`src/rtl/div_top.sv`:
```
// Sequential radix-2 restoring divider (DIV/DIVU/REM/REMU), one quotient bit per cycle.
// Shares the shift-add multiplier's START/STALL/DONE handshake.
module div_top #(
  parameter int DATA_W = 32
) (
  input  logic              CLK,
  input  logic              RST,
  input  logic              SIGN,
  input  logic              START,
  input  logic [DATA_W-1:0] DIVIDEND,
  input  logic [DATA_W-1:0] DIVISOR,
  input  logic              STALL_DIV,
  output logic [DATA_W-1:0] QUOTIENT,
  output logic [DATA_W-1:0] REMAINDER,
  output logic              DONE
);

  localparam int CNT_W = $clog2(DATA_W + 1);
  localparam logic [1:0] S_IDLE = 2'd0;
  localparam logic [1:0] S_RUN  = 2'd1;
  localparam logic [1:0] S_FIX  = 2'd2;

  logic [1:0]        state_q, state_d;
  logic [CNT_W-1:0]  cnt_q, cnt_d;
  logic [DATA_W-1:0] rem_q, rem_d;
  logic [DATA_W-1:0] quo_q, quo_d;
  logic [DATA_W-1:0] dvsr_q, dvsr_d;
  logic              q_neg_q, q_neg_d;
  logic              r_neg_q, r_neg_d;
  logic [DATA_W-1:0] quotient_q, quotient_d;
  logic [DATA_W-1:0] remainder_q, remainder_d;
  logic              done_q, done_d;

  logic              dvd_neg, dvs_neg, div_zero, div_ovf;
  logic signed [DATA_W:0] trial;

  function automatic logic [DATA_W-1:0] cond_neg(input logic neg, input logic [DATA_W-1:0] v);
    return neg ? (~v + 1'b1) : v;
  endfunction

  always_comb begin
    state_d     = state_q;
    cnt_d       = cnt_q;
    rem_d       = rem_q;
    quo_d       = quo_q;
    dvsr_d      = dvsr_q;
    q_neg_d     = q_neg_q;
    r_neg_d     = r_neg_q;
    quotient_d  = quotient_q;
    remainder_d = remainder_q;
    done_d      = done_q;

    dvd_neg  = SIGN & DIVIDEND[DATA_W-1];
    dvs_neg  = SIGN & DIVISOR[DATA_W-1];
    div_zero = (DIVISOR == '0);
    div_ovf  = SIGN && (DIVIDEND == {1'b1, {(DATA_W-1){1'b0}}}) && (DIVISOR == '1);
    // Shifted partial remainder needs DATA_W+1 bits before the compare.
    trial    = $signed({rem_q, quo_q[DATA_W-1]}) - $signed({1'b0, dvsr_q});

    if (!STALL_DIV) begin
      if (START) begin
        done_d = 1'b0;
        cnt_d  = CNT_W'(DATA_W);
        // Special cases preload the final answer and skip straight to FIX unsigned.
        if (div_zero) begin
          quo_d   = '1;
          rem_d   = DIVIDEND;
          q_neg_d = 1'b0;
          r_neg_d = 1'b0;
          state_d = S_FIX;
        end else if (div_ovf) begin
          quo_d   = DIVIDEND;
          rem_d   = '0;
          q_neg_d = 1'b0;
          r_neg_d = 1'b0;
          state_d = S_FIX;
        end else begin
          quo_d   = cond_neg(dvd_neg, DIVIDEND);
          rem_d   = '0;
          dvsr_d  = cond_neg(dvs_neg, DIVISOR);
          q_neg_d = dvd_neg ^ dvs_neg;
          r_neg_d = dvd_neg;
          state_d = S_RUN;
        end
      end else begin
        case (state_q)
          S_RUN: begin
            quo_d = {quo_q[DATA_W-2:0], ~trial[DATA_W]};
            rem_d = (trial < 0) ? {rem_q[DATA_W-2:0], quo_q[DATA_W-1]} : trial[DATA_W-1:0];
            cnt_d = cnt_q - CNT_W'(1);
            if (cnt_q == CNT_W'(1)) state_d = S_FIX;
          end
          S_FIX: begin
            quotient_d  = cond_neg(q_neg_q, quo_q);
            remainder_d = cond_neg(r_neg_q, rem_q);
            done_d      = 1'b1;
            state_d     = S_IDLE;
          end
          default: ;
        endcase
      end
    end
  end

  always_ff @(posedge CLK or posedge RST) begin
    if (RST) begin
      state_q     <= S_IDLE;
      cnt_q       <= '0;
      rem_q       <= '0;
      quo_q       <= '0;
      dvsr_q      <= '0;
      q_neg_q     <= 1'b0;
      r_neg_q     <= 1'b0;
      quotient_q  <= '0;
      remainder_q <= '0;
      done_q      <= 1'b1;
    end else begin
      state_q     <= state_d;
      cnt_q       <= cnt_d;
      rem_q       <= rem_d;
      quo_q       <= quo_d;
      dvsr_q      <= dvsr_d;
      q_neg_q     <= q_neg_d;
      r_neg_q     <= r_neg_d;
      quotient_q  <= quotient_d;
      remainder_q <= remainder_d;
      done_q      <= done_d;
    end
  end

  assign QUOTIENT  = quotient_q;
  assign REMAINDER = remainder_q;
  assign DONE      = done_q;

endmodule
```
`config.mk`:
```
export PLATFORM = sky130hd
export DESIGN_NAME = div_top
export DESIGN_NICKNAME = d
export VERILOG_FILES = /design/src/rtl/div_top.sv
export SDC_FILE = /design/constraint.sdc
export NUM_CORES = 1
export LEC_CHECK = 0
export CORE_ASPECT_RATIO = 0.8
export CORE_UTILIZATION = 30
export CTS_CLUSTER_DIAMETER = 100
export DETAILED_ROUTE_END_ITERATION = 16
export SETUP_SLACK_MARGIN = 0.4
export SLEW_MARGIN = 20
export SYNTH_ARGS = -nofsm -noshare
export SYNTH_HDL_FRONTEND = slang
export SYNTH_SLANG_ARGS = --single-unit
```
`constraint.sdc`:
```
create_clock -name CLK -period 11.5 [get_ports CLK]
set_input_delay 1.725 -clock CLK [delete_from_list [all_inputs] [get_ports CLK]]
set_output_delay 1.725 -clock CLK [all_outputs]
set_load 0.02 [all_outputs]
```
==> out/qor.yml, run 1 <==
cts:
  htree_num_levels: 4
  cts-root-buf: "clkbuf_16"
  insertion_delay_ps: 450
  post_cts_resized: 0
  cts_tree: "built"
  clkSlewWorstSetupHoldPaths_ps: 70
  post_cts_buffers: 0
  ctsHoldBuffers: 0
  cts.sinks: 171
  numCtsBuffers: 17
  cts.path.max_buffers: 2
routing:
  drc: 0
  first_pass_iters: 5
  drt_iter0_markers: 1044
  routed_wl_mm: 38.6
  ant_nets: 0
  vias: 11300
  vias_per_cell: 5.35
  avgRoutedWirePerCell_um: 18.3
timing:
  post-route-period-util_pct: 45.1
  fin_ws_ps: 6310
  hold_violations: 0
  setup_viol: 0
  report.final.slew_viol_count: 0
  rsz0062_at_grt: "false"
  max_freq_mhz: 193
  min_period_ps: 5190
  tightest_slew_ps: 1020
  worst_clock_skew_ps: 14.8
  tns_ps: 0
  relSlewSlack_pct: 31.8
cells_and_area:
  fillers: 4009
  drive_gt1_share_pct: 4.31
  num-nets-final: 1675
  insertedDiodeCount: 0
  fin_util_pct: 37.1
  area_growth_pct: 20.3
floorplanning:
  die_w_um: 225
  rows: 64
  core_mm2: 0.0387
  die_h_um: 180
  die-area_mm2: 0.0405
  ioPinCount: 134
  start_util_pct: 30.8
worst_setup_path:
  cp_cell_sequence: "clkdlybuf4s50_1 > inv_1 > ha_1 > or3b_2 > nor4_1 > nand4b_1 > o31ai_1 > nor2_4 > buf_4 > mux2_1"
  cp-start-kind: "input port"
  critPathMaxStageDelay_ps: 830
  r2r_end: "rem_q[26]"
  ff2ff_path_depth: 10
  required_ps: 11830
  rrSetupSlack_ps: 7180
  cp.arrival_ps: 5520
  rr_startpoint: "rem_q[0]"
  critical_path_class: "input port to flop"
  path_max_fanout: 66
  startpoint: "DIVIDEND[0]"
  critPathSlowestCell: "nor4_1"
  end_kind: "flop"
power:
  internal_power_mw: 1.86
  power_frac_clock_pct: 18.2
  p_leak_nw: 5.78
  p_per_area_mw_per_mm2: 237
  ir_drop_mv: 0.0989
  combPwrFrac_pct: 49.9
  p_sw_share_pct: 45.3
  power_mw: 3.39
  power_switching_mw: 1.54
  sequentialPowerShare_pct: 31.9
global_routing:
  grt_max_degree: 129
  antenna_found_initial: 3
  grt_pass1_vias: 10400
  grt_usage_pct: 18.9
  grt_pass1_wl_mm: 59.9
  overflow: 0
logic_synthesis:
  synth_edf_count: 0
  yosysUniqueCellTypes: 75
  avgSynthCellArea_um2: 8.06
  synth-async-reset-ratio_pct: 100
  ys_warn_count: 0
  ys_ff_latch: 171
  syn_area_mm2: 0.0119
  ys.flop_type: "dfrtp_1"
  synth_seq_area_share_pct: 35.9
  synthesis.nets: 1587
  syn_inst: 1478
worst_hold_path:
  hold_start: "QUOTIENT[1]"
  holdPathStages: 2
  min_path_type: "flop to flop"
  hold_end: "QUOTIENT[1]"
status:
  status: "finished, final reports clean"
placed_design:
  hpwl_mm: 29.5
  port-buffer-count: 133
  dp_slack_ps: 5920
  routabilityCongestion: 0.942
flow_run:
  maxCapViolations: 0
## power by group through the flow
stage                     clock network, mW  registers [mW]  logic [mW]
after global routing                  0.649            1.10        1.87
after floorplan                           0            1.08        1.02
final                                 0.617            1.08        1.69
after global placement                    0            1.08        1.66
after detailed placement                  0            1.08        1.68
after CTS                             0.625            1.07        1.69
## cells in the final DEF, fill, tap and decap left out, types with 12 or more instances in the layout
cell / synthesis / layout
dfrtp_1: 170 / 170
o21ai_1: 58 / 58
o21ai_0: 133 / 133
nand2_1: 208 / 208
nand3_1: 33 / 32
o31ai_1: 32 / 31
inv_1: 54 / 53
nor4_1: 15 / 15
xnor2_1: 62 / 62
a21o_1: 15 / 15
xor2_1: 83 / 83
nor3_1: 34 / 34
nor2_1: 102 / 99
or4_1: 12 / 12
a31oi_1: 14 / 14
a21oi_1: 129 / 129
ha_1: 39 / 39
and2_1: 14 / 14
or3_1: 20 / 20
clkdlybuf4s50_1: 0 / 133
o41ai_1: 15 / 15
clkbuf_16: 0 / 17
## Yosys cell counts, types with 33 or more instances
master,count,area share (%)
clkbuf_1,56,1.8
nand2_1,208,6.6
a21oi_1,129,5.4
nor2_1,102,3.2
xnor2_1,62,4.6
xor2_1,83,6.1
ha_1,39,4.1
dfrtp_1,170,36
nor3_1,34,1.4
o21ai_0,133,5.6
o21ai_1,58,2.4
inv_1,54,1.7
nand3_1,33,1.4
## metrics by stage
stage | hold WS, ps | cells | area, um^2
3_3_place_gp | 461 | 2075 | 13700
3_5_place_dp | 470 | 2075 | 13700
6_report | 477 | 2107 | 14300
4_1_cts | 485 | 2107 | 14300
2_1_floorplan | 462 | 1478 | 11900
5_1_grt | 497 | 2107 | 14300
## registers in the layout, summed over array words and instances, names as in the netlist
name	count
QUOTIENT	32
quo_q	32
DONE	1
r_neg_q	1
REMAINDER	32
rem_q	32
cnt_q	6
state_q	2
q_neg_q	1
dvsr_q	32
## worst max-delay path, delay by kind of cell
family / cells / cell delay, ps
AOI/OAI and AO/OA: 1 / 540
adders and majority gates: 1 / 160
buffers and inverters: 3 / 920
muxes: 1 / 380
and+or+nand+nor: 4 / 1750
## layout make-up
class                           count  area (um^2)  area share, %
Tap cell                          528          661           4.61
Multi-Input combinational cell   1178         7160           49.9
Inverter                           54          208           1.45
Sequential cell                   171         4280           29.8
Clock buffer                       18          429           2.99
Clock inverter                     14          184           1.28
Timing Repair Buffer              144         1420           9.88
## how the worst max path moves through the flow
stage               cells after the start  slack [ps]           to
global placement                       10        6070    dvsr_q[0]
finish                                 10        6310    dvsr_q[0]
floorplan                               1        5140  QUOTIENT[0]
detailed placement                     10        5920    dvsr_q[0]
CTS                                    10        6370    dvsr_q[0]
global route                           10        6070    dvsr_q[0]
## metal layers
layer	routed length, um	track usage [%]
met5	0	0
met4	648	4.08
met3	2480	3.44
met2	17100	28.6
met1	18400	27.6
## cells by family (layout without fill, tap and decap cells)
family	after synthesis	count (layout)	share of synthesized area, %
flops	171	171	35.9
buf+inv	129	230	4.35
fa+ha+maj	40	40	4.26
xor+xnor	145	145	10.7
compound gates	480	480	24.2
mux	8	8	0.683
simple gates	505	505	19.9
(Power assumes the default switching activity.)
==> run 2, diff against run 1 <==
clock period = 4.7 ns   (was 11.5 ns; I/O delays follow)
==> run 2 against run 1 <==
Clock power is 130% higher. Core utilization is 0.44 points higher. Final cell count is 1.4% higher. Clock skew is 0.74 ps higher. Combinational power grew to 2.7 times the previous value. Flip-flop and latch count stayed put. Sequential share of layout area is 0.34 points lower. Critical endpoint is now rem_q[14]. Largest power group unchanged. Final area is 1.2% higher.
==> out/qor.yml, run 2 (synthesized netlist as in run 1, its figures left out) <==
status:
  status: "finished, final reports clean"
routing:
  wl_met3_mm: 2.68  # +8.0%
  drc: 0  # unchanged
  met1_length_mm: 18.5  # +0.88%
  top_layer_used: "met4"
  drt_iter0_markers: 1144  # +9.6%
  routed_wl_mm: 39.5  # +2.3%
  wl_met2_mm: 17.5  # +2.0%
  ant_nets: 0  # unchanged
  vias: 11400  # +0.89%
  first_pass_iters: 5  # unchanged
  vias_per_cell: 5.32  # -0.53%
  avgRoutedWirePerCell_um: 18.5  # +0.82%
cts:
  insertion_delay_ps: 450  # about the same
  post_cts_buffers: 0  # unchanged
  cts_tree: "built"
  cts-root-buf: "clkbuf_16"
  htree_num_levels: 4  # unchanged
  numCtsBuffers: 17  # unchanged
  post_cts_resized: 0  # unchanged
  cts.path.max_buffers: 2  # unchanged
  cts.sinks: 171  # unchanged
  ctsHoldBuffers: 0  # unchanged
  clkSlewWorstSetupHoldPaths_ps: 70  # about the same
cells_and_area:
  insertedDiodeCount: 0  # unchanged
  final_cell_mix: "nand2_1 (208), dfrtp_1 (169), o21ai_0 (133), clkdlybuf4s50_1 (133), a21oi_1 (129)"
  fin_util_pct: 37.5  # +0.44 points
  num-nets-final: 1705  # +1.8%
  drive_gt1_share_pct: 6.09  # +1.8 points
  final_common_cell: "nand2_1"
  area_growth_pct: 21.8
  fin_area_mm2: 0.0145  # +1.2%
timing:
  min_period_ps: 3920
  tightest_slew_ps: 974  # -48.8 ps
  tns_ps: 0  # unchanged
  hold_violations: 0  # unchanged
  worst_clock_skew_ps: 15.6  # +0.736 ps
  relSlewSlack_pct: 35.0  # +3.3 points
  rsz0062_at_grt: "false"
  fin_ws_ps: 784  # -5530 ps
  setup_viol: 0  # unchanged
  max_freq_mhz: 255
  post-route-period-util_pct: 83.3
  report.final.slew_viol_count: 0  # unchanged
worst_setup_path:
  end_kind: "flop"
  required_ps: 5060  # -6770 ps
  cp-start-kind: "input port"
  critical_path_class: "input port to flop"
  cp.arrival_ps: 4280  # -1240 ps
  path_max_fanout: 20  # -70%
power:
  ir_drop_mv: 0.279  # +180%
  p_leak_nw: 5.91  # +2.2%
  p_per_area_mw_per_mm2: 576  # +140%
floorplanning:
  ioPinCount: 134  # unchanged
  die-area_mm2: 0.0405  # unchanged
  core_mm2: 0.0387  # unchanged
  die_h_um: 180  # unchanged
  start_util_pct: 30.8  # unchanged
  die_w_um: 225  # unchanged
  rows: 64  # unchanged
flow_run:
  maxCapViolations: 0  # unchanged
global_routing:
  grt_pass1_wl_mm: 61.5  # +2.7%
  antenna_found_initial: 3  # unchanged
  grt_usage_pct: 19.4  # +0.58 points
  grt_max_degree: 172  # +33%
  grt_pass1_vias: 10600  # +2.2%
  overflow: 0  # unchanged
worst_hold_path:
  min_path_type: "flop to flop"
placed_design:
  port-buffer-count: 133  # unchanged
  place_area_mm2: 0.0139  # +1.7%
  dp_slack_ps: 436  # -5490 ps
  hpwl_mm: 30.2  # +2.6%
  routabilityCongestion: 0.904  # -4.0%
-- run 2: critical path, cell delays in order --
cell and delay, ps:
clkdlybuf4s50_1 530, or4_1 610, nor4_1 430, nand4_1 340
nor4_2 640, and2_1 390, buf_4 320, and3_1 200
a21oi_1 40, o21ai_0 70
-- run 2: power by group --
| group | switching (mW) | leakage, nW | total (mW) | internal [mW] |
|---|---|---|---|---|
| Combinational | 2.63 | 3.54 | 4.48 | 1.85 |
| Clock | 0.679 | 0.269 | 1.42 | 0.741 |
| Sequential | 0.491 | 2.11 | 2.45 | 1.96 |
| Total | 3.80 | 5.91 | 8.35 | 4.55 |
-- run 2: area by class of cell --
type | instances | area (um^2)
multi-input combinational | 1178 | 7150
tap | 528 | 661
clock inverter | 14 | 133
clock buffer | 18 | 429
timing repair buffer | 174 | 1650
sequential | 171 | 4280
inverter | 54 | 206
fill | 3983 | 24200
-- run 2: final timing paths --
path / start / endpoint / slack [ps] / cells past startpoint
setup / recovery: DIVISOR[19] / rem_q[14] / 780 / 10
hold / removal: QUOTIENT[1] / QUOTIENT[1] / 480 / 2
setup reg to reg: rem_q[23] / rem_q[26] / 800 / 9
hold reg to reg: QUOTIENT[1] / QUOTIENT[1] / 480 / 2
max in group asynchronous: RST / REMAINDER[9] / 3100 / 3
min in group asynchronous: RST / QUOTIENT[5] / 880 / 3
-- run 2: layer usage --
| metal | vias to the layer above | GRT usage, % |
|---|---|---|
| met3 | 44 | 4.24 |
| met5 | - | 0 |
| met4 | 0 | 5.03 |
| li1 | 5526 | - |
| met1 | 5484 | 27.6 |
| met2 | 323 | 29.7 |
-- run 2: stage by stage --
| step | std cells | hold slack (ps) | power, mW |
|---|---|---|---|
| 6_report | 2137 | 478 | 8.35 |
| 5_1_grt | 2137 | 499 | 8.91 |
| 4_1_cts | 2137 | 487 | 8.34 |
| 3_5_place_dp | 2105 | 471 | 6.91 |
| 3_3_place_gp | 2105 | 463 | 6.85 |
| 2_1_floorplan | 1478 | 462 | 5.16 |
